$ cat src/rtl/seg7_scan_driver.sv
// 8-digit common-anode 7-segment scan driver, frame-aligned double buffer; LEADING_ZERO_BLANK_EN blanks leading zero digits.
// Latency: pins registered one cycle after idx/disp/blank; a load reaches the pins after the next frame boundary.
// Backpressure: none; load is a strobe and the last load before a boundary wins.
module seg7_scan_driver #(
    parameter int TICK_DIV = 50000,
    parameter int PW       = 16
) (
    input  logic        clk_i,
    input  logic        rst_i,
    input  logic        load_i,
    input  logic [31:0] data_in_i,
    input  logic [7:0]  dp_in_i,
    input  logic        blank_i,
    output logic [7:0]  an_o,
    output logic [6:0]  seg_o,
    output logic        dp_o,
    output logic        pending_o,
    output logic        frame_done_o
);

    typedef struct packed {
        logic [31:0] val;
        logic [7:0]  dp;
    } frame_t;

    localparam logic [PW-1:0] TICK_MAX = PW'(TICK_DIV - 1);

    logic [PW-1:0] presc_q, presc_d;
    logic [2:0]    idx_q, idx_d;
    frame_t        stage_q, stage_d;
    frame_t        disp_q, disp_d;
    logic          pending_q, pending_d;
    logic          frame_done_q, frame_done_d;
    logic [7:0]    an_q, an_d;
    logic [6:0]    seg_q, seg_d;
    logic          dp_q, dp_d;

    logic          tick;
    logic          boundary;
    logic          slot_blank;
    logic [7:0]    lz_mask;

    function automatic logic [6:0] hex7(input logic [3:0] nib);
        logic [6:0] s;
        case (nib)
            4'h0: s = 7'h01;
            4'h1: s = 7'h4F;
            4'h2: s = 7'h12;
            4'h3: s = 7'h06;
            4'h4: s = 7'h4C;
            4'h5: s = 7'h24;
            4'h6: s = 7'h20;
            4'h7: s = 7'h0F;
            4'h8: s = 7'h00;
            4'h9: s = 7'h04;
            4'hA: s = 7'h08;
            4'hB: s = 7'h60;
            4'hC: s = 7'h31;
            4'hD: s = 7'h42;
            4'hE: s = 7'h30;
            default: s = 7'h38;
        endcase
        return s;
    endfunction

`ifdef LEADING_ZERO_BLANK_EN
    logic run;
    // A slot is a leading zero when it and every slot above it are zero with no decimal point.
    always_comb begin
        lz_mask = '0;
        run     = 1'b1;
        for (int k = 7; k >= 1; k--) begin
            run        = run & (disp_q.val[4*k +: 4] == 4'h0) & ~disp_q.dp[k];
            lz_mask[k] = run;
        end
    end
`else
    assign lz_mask = '0;
`endif

    always_comb begin
        tick         = (presc_q == TICK_MAX);
        boundary     = tick && (idx_q == 3'd7);
        presc_d      = tick ? '0 : presc_q + 1'b1;
        idx_d        = tick ? idx_q + 3'd1 : idx_q;

        stage_d      = stage_q;
        if (load_i) begin
            stage_d.val = data_in_i;
            stage_d.dp  = dp_in_i;
        end
        // Boundary copies the pre-load staging value; a coincident load waits for the next frame.
        disp_d       = boundary ? stage_q : disp_q;
        pending_d    = load_i | (pending_q & ~boundary);
        frame_done_d = boundary;

        slot_blank   = blank_i | lz_mask[idx_q];
        an_d         = slot_blank ? 8'hFF : ~(8'b1 << idx_q);
        seg_d        = slot_blank ? 7'h7F : hex7(disp_q.val[4*idx_q +: 4]);
        dp_d         = slot_blank ? 1'b1 : ~disp_q.dp[idx_q];
    end

    always_ff @(posedge clk_i or posedge rst_i) begin
        if (rst_i) begin
            presc_q      <= '0;
            idx_q        <= '0;
            stage_q      <= '0;
            disp_q       <= '0;
            pending_q    <= 1'b0;
            frame_done_q <= 1'b0;
            an_q         <= 8'hFF;
            seg_q        <= 7'h7F;
            dp_q         <= 1'b1;
        end else begin
            presc_q      <= presc_d;
            idx_q        <= idx_d;
            stage_q      <= stage_d;
            disp_q       <= disp_d;
            pending_q    <= pending_d;
            frame_done_q <= frame_done_d;
            an_q         <= an_d;
            seg_q        <= seg_d;
            dp_q         <= dp_d;
        end
    end

    assign an_o         = an_q;
    assign seg_o        = seg_q;
    assign dp_o         = dp_q;
    assign pending_o    = pending_q;
    assign frame_done_o = frame_done_q;

endmodule

$ cat config.mk
export PLATFORM = sky130hd
export DESIGN_NAME = seg7_scan_driver
export DESIGN_NICKNAME = d
export VERILOG_FILES = /design/src/rtl/seg7_scan_driver.sv
export SDC_FILE = /design/constraint.sdc
export NUM_CORES = 1
export LEC_CHECK = 0
export ABC_CLOCK_PERIOD_IN_PS = 3400
export BUFFER_PORTS_ARGS = -buffer_cell sky130_fd_sc_hd__buf_2
export CAP_MARGIN = 40
export CORE_ASPECT_RATIO = 1.4
export CORE_MARGIN = 4
export CORE_UTILIZATION = 52
export CTS_CLUSTER_SIZE = 24
export DETAILED_ROUTE_END_ITERATION = 8
export PLACE_DENSITY = 0.86
export SETUP_SLACK_MARGIN = 0.3
export SLEW_MARGIN = 10
export SYNTH_ARGS = -nofsm -noshare
export SYNTH_HDL_FRONTEND = slang
export SYNTH_SLANG_ARGS = --single-unit
$ cat constraint.sdc
create_clock -name clk_i -period 3.4 [get_ports clk_i]
set_input_delay 0.17 -clock clk_i [delete_from_list [all_inputs] [get_ports clk_i]]
set_output_delay 0.17 -clock clk_i [all_outputs]
set_load 0.02 [all_outputs]
# Word-level counts from Yosys, hierarchy flattened

Memory sizes are Yosys's and may differ from the RTL's.
Cells that the tools add are included.

Flip-flop bits (word level): 117
ROM bits: 120
Bits of input ports: 44
Output and inout port bits: 18
Word-level logic and storage cells: 34
Memories: 2

Add/sub/neg operators: 2
Order comparisons: 1
Equal/unequal tests: 2
Shifts and indexed selects: 2
Mux-type cells: 7
Bitwise gates (word level): 6
Reductions and logical operators: 1

Memory list:

| memory           | depth | bits a word | read ports | clocked after Yosys merged registers in | wr ports | line | RTL |
|---|---|---|---|---|---|---|---|
| (name not given) | 16    | 7           | 1          | 0                                       | 0        | 45   | `case (nib)` |
| (name not given) | 8     | 1           | 1          | 0                                       | 0        | 97   | `slot_blank = blank_i \| lz_mask[idx_q];` |

Operators with widths:

| operator              | count |
|---|---|
| $shiftx 32x6->4       | 1 |
| $add 16x1->16 const B | 1 |
| $eq 16x16->1 const B  | 1 |
| $mux 16               | 1 |
| $mux 8                | 1 |
| $not 8->8             | 1 |
| $shl 1x3->8 const A   | 1 |
| $mux 7                | 1 |
| $lt 3x4->1 const B    | 1 |
| $add 3x1->3 const B   | 1 |
| $bmux 1 s3            | 1 |
| $eq 3x3->1 const B    | 1 |
| $mux 1                | 3 |
| $not 1->1             | 2 |
| $or 1x1->1            | 2 |
| $and 1x1->1           | 1 |
| $logic_and 1x1->1     | 1 |

# Logic depth before layout (Yosys ltp)

Depth after elaboration: 5
Depth in mapped cells: 7
Gate-level depth less buffers: 6

# Least setup slack after synthesis

Ideal clock, no wire load.

Kind: reg-to-reg
From: register idx_q[1]
To: register seg_q[4] (netlist: seg_o[4])
Library setup time: 79 ps
Data arrival time: 2205 ps
Required time: 3321 ps
Slack: 1116 ps
Cell stages (with the launch flop): 8
Buffers on the path: 1
Clock period less this slack: 2284 ps
Path through: dfrtp_1 -> buf_2 -> mux4_2 -> mux2i_1 -> inv_1 -> ha_1 -> o21a_1 -> o21ai_0

Word-level cells in the longest chain between the ends: 4
Elaborated cells between the ends (all ways): 6
Those cells by class: shift: 1; mux: 2; bitwise: 1; memory: 2

Ends and longest elaborated chain:

| element                                                              | line | RTL |
|---|---|---|
| start: declaration                                                   | 29   | `logic [2:0] idx_q, idx_d;` |
| start signal: assignment                                             | 116  | `idx_q <= idx_d;` |
| parallel branches: the longest is 3 deep, another holds $mem_v2 16x7 | -    |  |
| $mux 7 *                                                             | 99   | `seg_d = slot_blank ? 7'h7F : hex7(disp_q.val[4*idx_q +: 4]);` |
| net seg_d[4]                                                         | 35   | `logic [6:0] seg_q, seg_d;` |
| end signal: assignment                                               | 122  | `seg_q <= seg_d;` |
| end: declaration                                                     | 35   |  |

Mark *: on every way through the listed nets, which the timed path passes. The select of a mux whose other input is x is not followed.
A chain may end at the register's enable or synchronous reset.

# Worst setup path after layout

Same ends and word-level chain as after synthesis.

==> results.sh <==
export IMPL_status="completed"
export IMPL_synthArstFlopShare=1.000
export IMPL_worstHoldPathType="primary input to flop"
export IMPL_initial_core_util=0.5402
export IMPL_numCtsBuffers=17
export IMPL_final_setup_skew_ns=0.009547
export IMPL_die_height_um=125.9
export IMPL_mostFrequentLayoutCell="dfrtp_1"
export IMPL_antenna_found_initial=0
export IMPL_slew_headroom=0.4986
export IMPL_n_fill_cell=654
export IMPL_yosys_warnings=0
export IMPL_grt_max_degree=53
export IMPL_p_leak_nw=3.176
export IMPL_critPathRequiredTime_ns=3.73
export IMPL_post_cts_buffers=0
export IMPL_multi_input_comb_area_mm2=0.002090
export IMPL_synth_cell_types=40
export IMPL_num_vias=3088
export IMPL_rsz0062_at_grt="no"
export IMPL_cts_num_sinks=117
export IMPL_tightestPinTransition_ns=0.7521
export IMPL_cp_data_arrival_time_ns=3.05
export IMPL_drc=0
export IMPL_routedWlPerCell_um=17.55
export IMPL_overflow=0
export IMPL_drv_cap=0
export IMPL_clkTransAtPathRegs_ns=0.06
export IMPL_seq_area_mm2=0.002948
export IMPL_irDropWorstVdd_uv=347.6
export IMPL_synthCells=346
export IMPL_avgSynthCellArea_um2=14.93
export IMPL_cts_buffer_depth=2
export IMPL_fin_crit_ns=2.724
export IMPL_power_density_mw_per_mm2=527.2
export IMPL_gp_congestion=0.7793
export IMPL_wl_um=10450
export IMPL_dr_pass1_iters=4
export IMPL_final_cells=595
export IMPL_end_kind="flop"
export IMPL_track_usage=0.1979
export IMPL_setup_violations=0
export IMPL_syn_nets=403
export IMPL_startpoint_type="flop"
export IMPL_crit_fanout=11
export IMPL_reg2reg_slack_ns=0.68
export IMPL_dp_cells=530
export IMPL_fin_tns_setup_ns=0
export IMPL_finalHoldViolations=0
export IMPL_detail_route_vias_per_cell=5.190
export IMPL_clk_latency_ns=0.41
export IMPL_netlist_area_mm2=0.005166
export IMPL_io_pins=62
export IMPL_path_class="flop to flop"
export IMPL_final_cell_mix="dfrtp_1 (101), buf_2 (61), mux2_2 (44)"
export IMPL_h_tree_depth=4
export IMPL_synth_seq_cells=117
export IMPL_fin_util=0.6897
export IMPL_fmax_ghz=0.3671
export IMPL_placementRows=42
export IMPL_maxSlewViolCount=0
export IMPL_final_period_utilization=0.8012
export IMPL_hpwl_um=6717
export IMPL_grt_pass1_wl_um=17470
export IMPL_yosys_most_used_dff="dfrtp_1"
export IMPL_drive_above_1_share=0.4471
export IMPL_nNetsFinal=509
export IMPL_die_w_um=92.24
export IMPL_synth_seq_area_share=0.5706
export IMPL_dieArea_mm2=0.01162
export IMPL_diodes=0
export IMPL_core_area_mm2=0.009564
export IMPL_synth_edf_count=0
export IMPL_drtAntennaViolNets=0
export IMPL_grt_pass1_vias=3322
export IMPL_post_cts_resized=0
export IMPL_area_growth_pct=27.68
export IMPL_clockRootBuffer="clkbuf_16"
export IMPL_hold_buffers=34
export IMPL_io_buffers=61
export IMPL_drt_iter0_markers=156
export IMPL_cts_tree="built"
-- routing by layer --
metal	GRT usage	up-vias	part of all wire
met2	0.3373	66	0.53
met5	0	-	0
met1	0.2341	1579	0.41
li1	-	1424	-
met4	0.09011	0	0.025
met3	0.05131	19	0.036
-- cells by family (layout without fill, tap and decap cells) --
family | count (synthesis) | in the layout | synth area share
xor+xnor | 13 | 13 | 0.02204
mux | 104 | 104 | 0.2708
simple gates | 57 | 57 | 0.05885
fa+ha+maj | 13 | 13 | 0.03149
compound gates | 17 | 17 | 0.02132
buf+inv | 25 | 142 | 0.02494
flops | 117 | 117 | 0.5706
-- metrics by stage --
stage	setup slack, ns	instance area, µm²	power [mW]	hold WS (ns)
after global placement	0.8740	5592	1.634	0.3723
after global routing	0.4466	6596	3.600	-0.001385
final	0.6758	6596	3.478	0.007346
after floorplan	1.116	5170	1.581	0.2720
after CTS	0.6289	6586	3.496	0.001498
after detailed placement	0.7566	5639	1.650	0.2168
-- worst max-delay path: stages (launching register included) --
cell	delay, ns
dfrtp_1	0.70
mux4_2	0.58
mux2i_1	0.55
inv_1	0.15
ha_1	0.30
o21a_1	0.20
o21ai_0	0.17
-- synthesized netlist by cell type (5+ instances only) --
cell type    n  share of area
clkbuf_1     6         0.0044
dfrtp_1    101           0.49
dfstp_2     16          0.081
ha_1        13          0.031
inv_1       10         0.0073
mux2_2      44          0.096
mux2_4      38           0.11
mux2i_1     13          0.025
mux4_2       9          0.039
nand2_1     18          0.013
nand3_1      5         0.0048
nor2_1      14          0.010
xor2_1      10          0.017
-- final timing paths --
kind                       cells past startpoint     endpoint     startpoint
max in group asynchronous                      4  stage_q[30]          rst_i
min reg2reg                                    1   presc_q[0]     presc_q[0]
max reg2reg                                    6     seg_o[4]       idx_q[1]
min in group asynchronous                      3   stage_q[8]          rst_i
min                                            2  stage_q[18]  data_in_i[10]
max                                            6     seg_o[4]       idx_q[1]
-- cell type report --
type,instances,share of cell area
clock buffers,21,0.07284
well taps,132,0.02504
repair buffers,102,0.1130
inverters,10,0.006259
multi-input cells,204,0.3168
flip-flops and latches,117,0.4469
clock inverters,9,0.01916
-- sequential cells by signal (all words and copies together) (netlist names) --
register	count
presc_q	16
disp_q	40
dp_o	1
pending_o	1
frame_done_o	1
an_o	8
stage_q	40
seg_o	7
idx_q	3
-- power breakdown --
group	switching [mW]	leakage (nW)	internal [mW]
Sequential	0.0334	1.47	1.45
Combinational	0.0736	1.41	0.101
Clock	0.603	0.301	1.22
No activity file was read; power rests on OpenSTA's default activity.
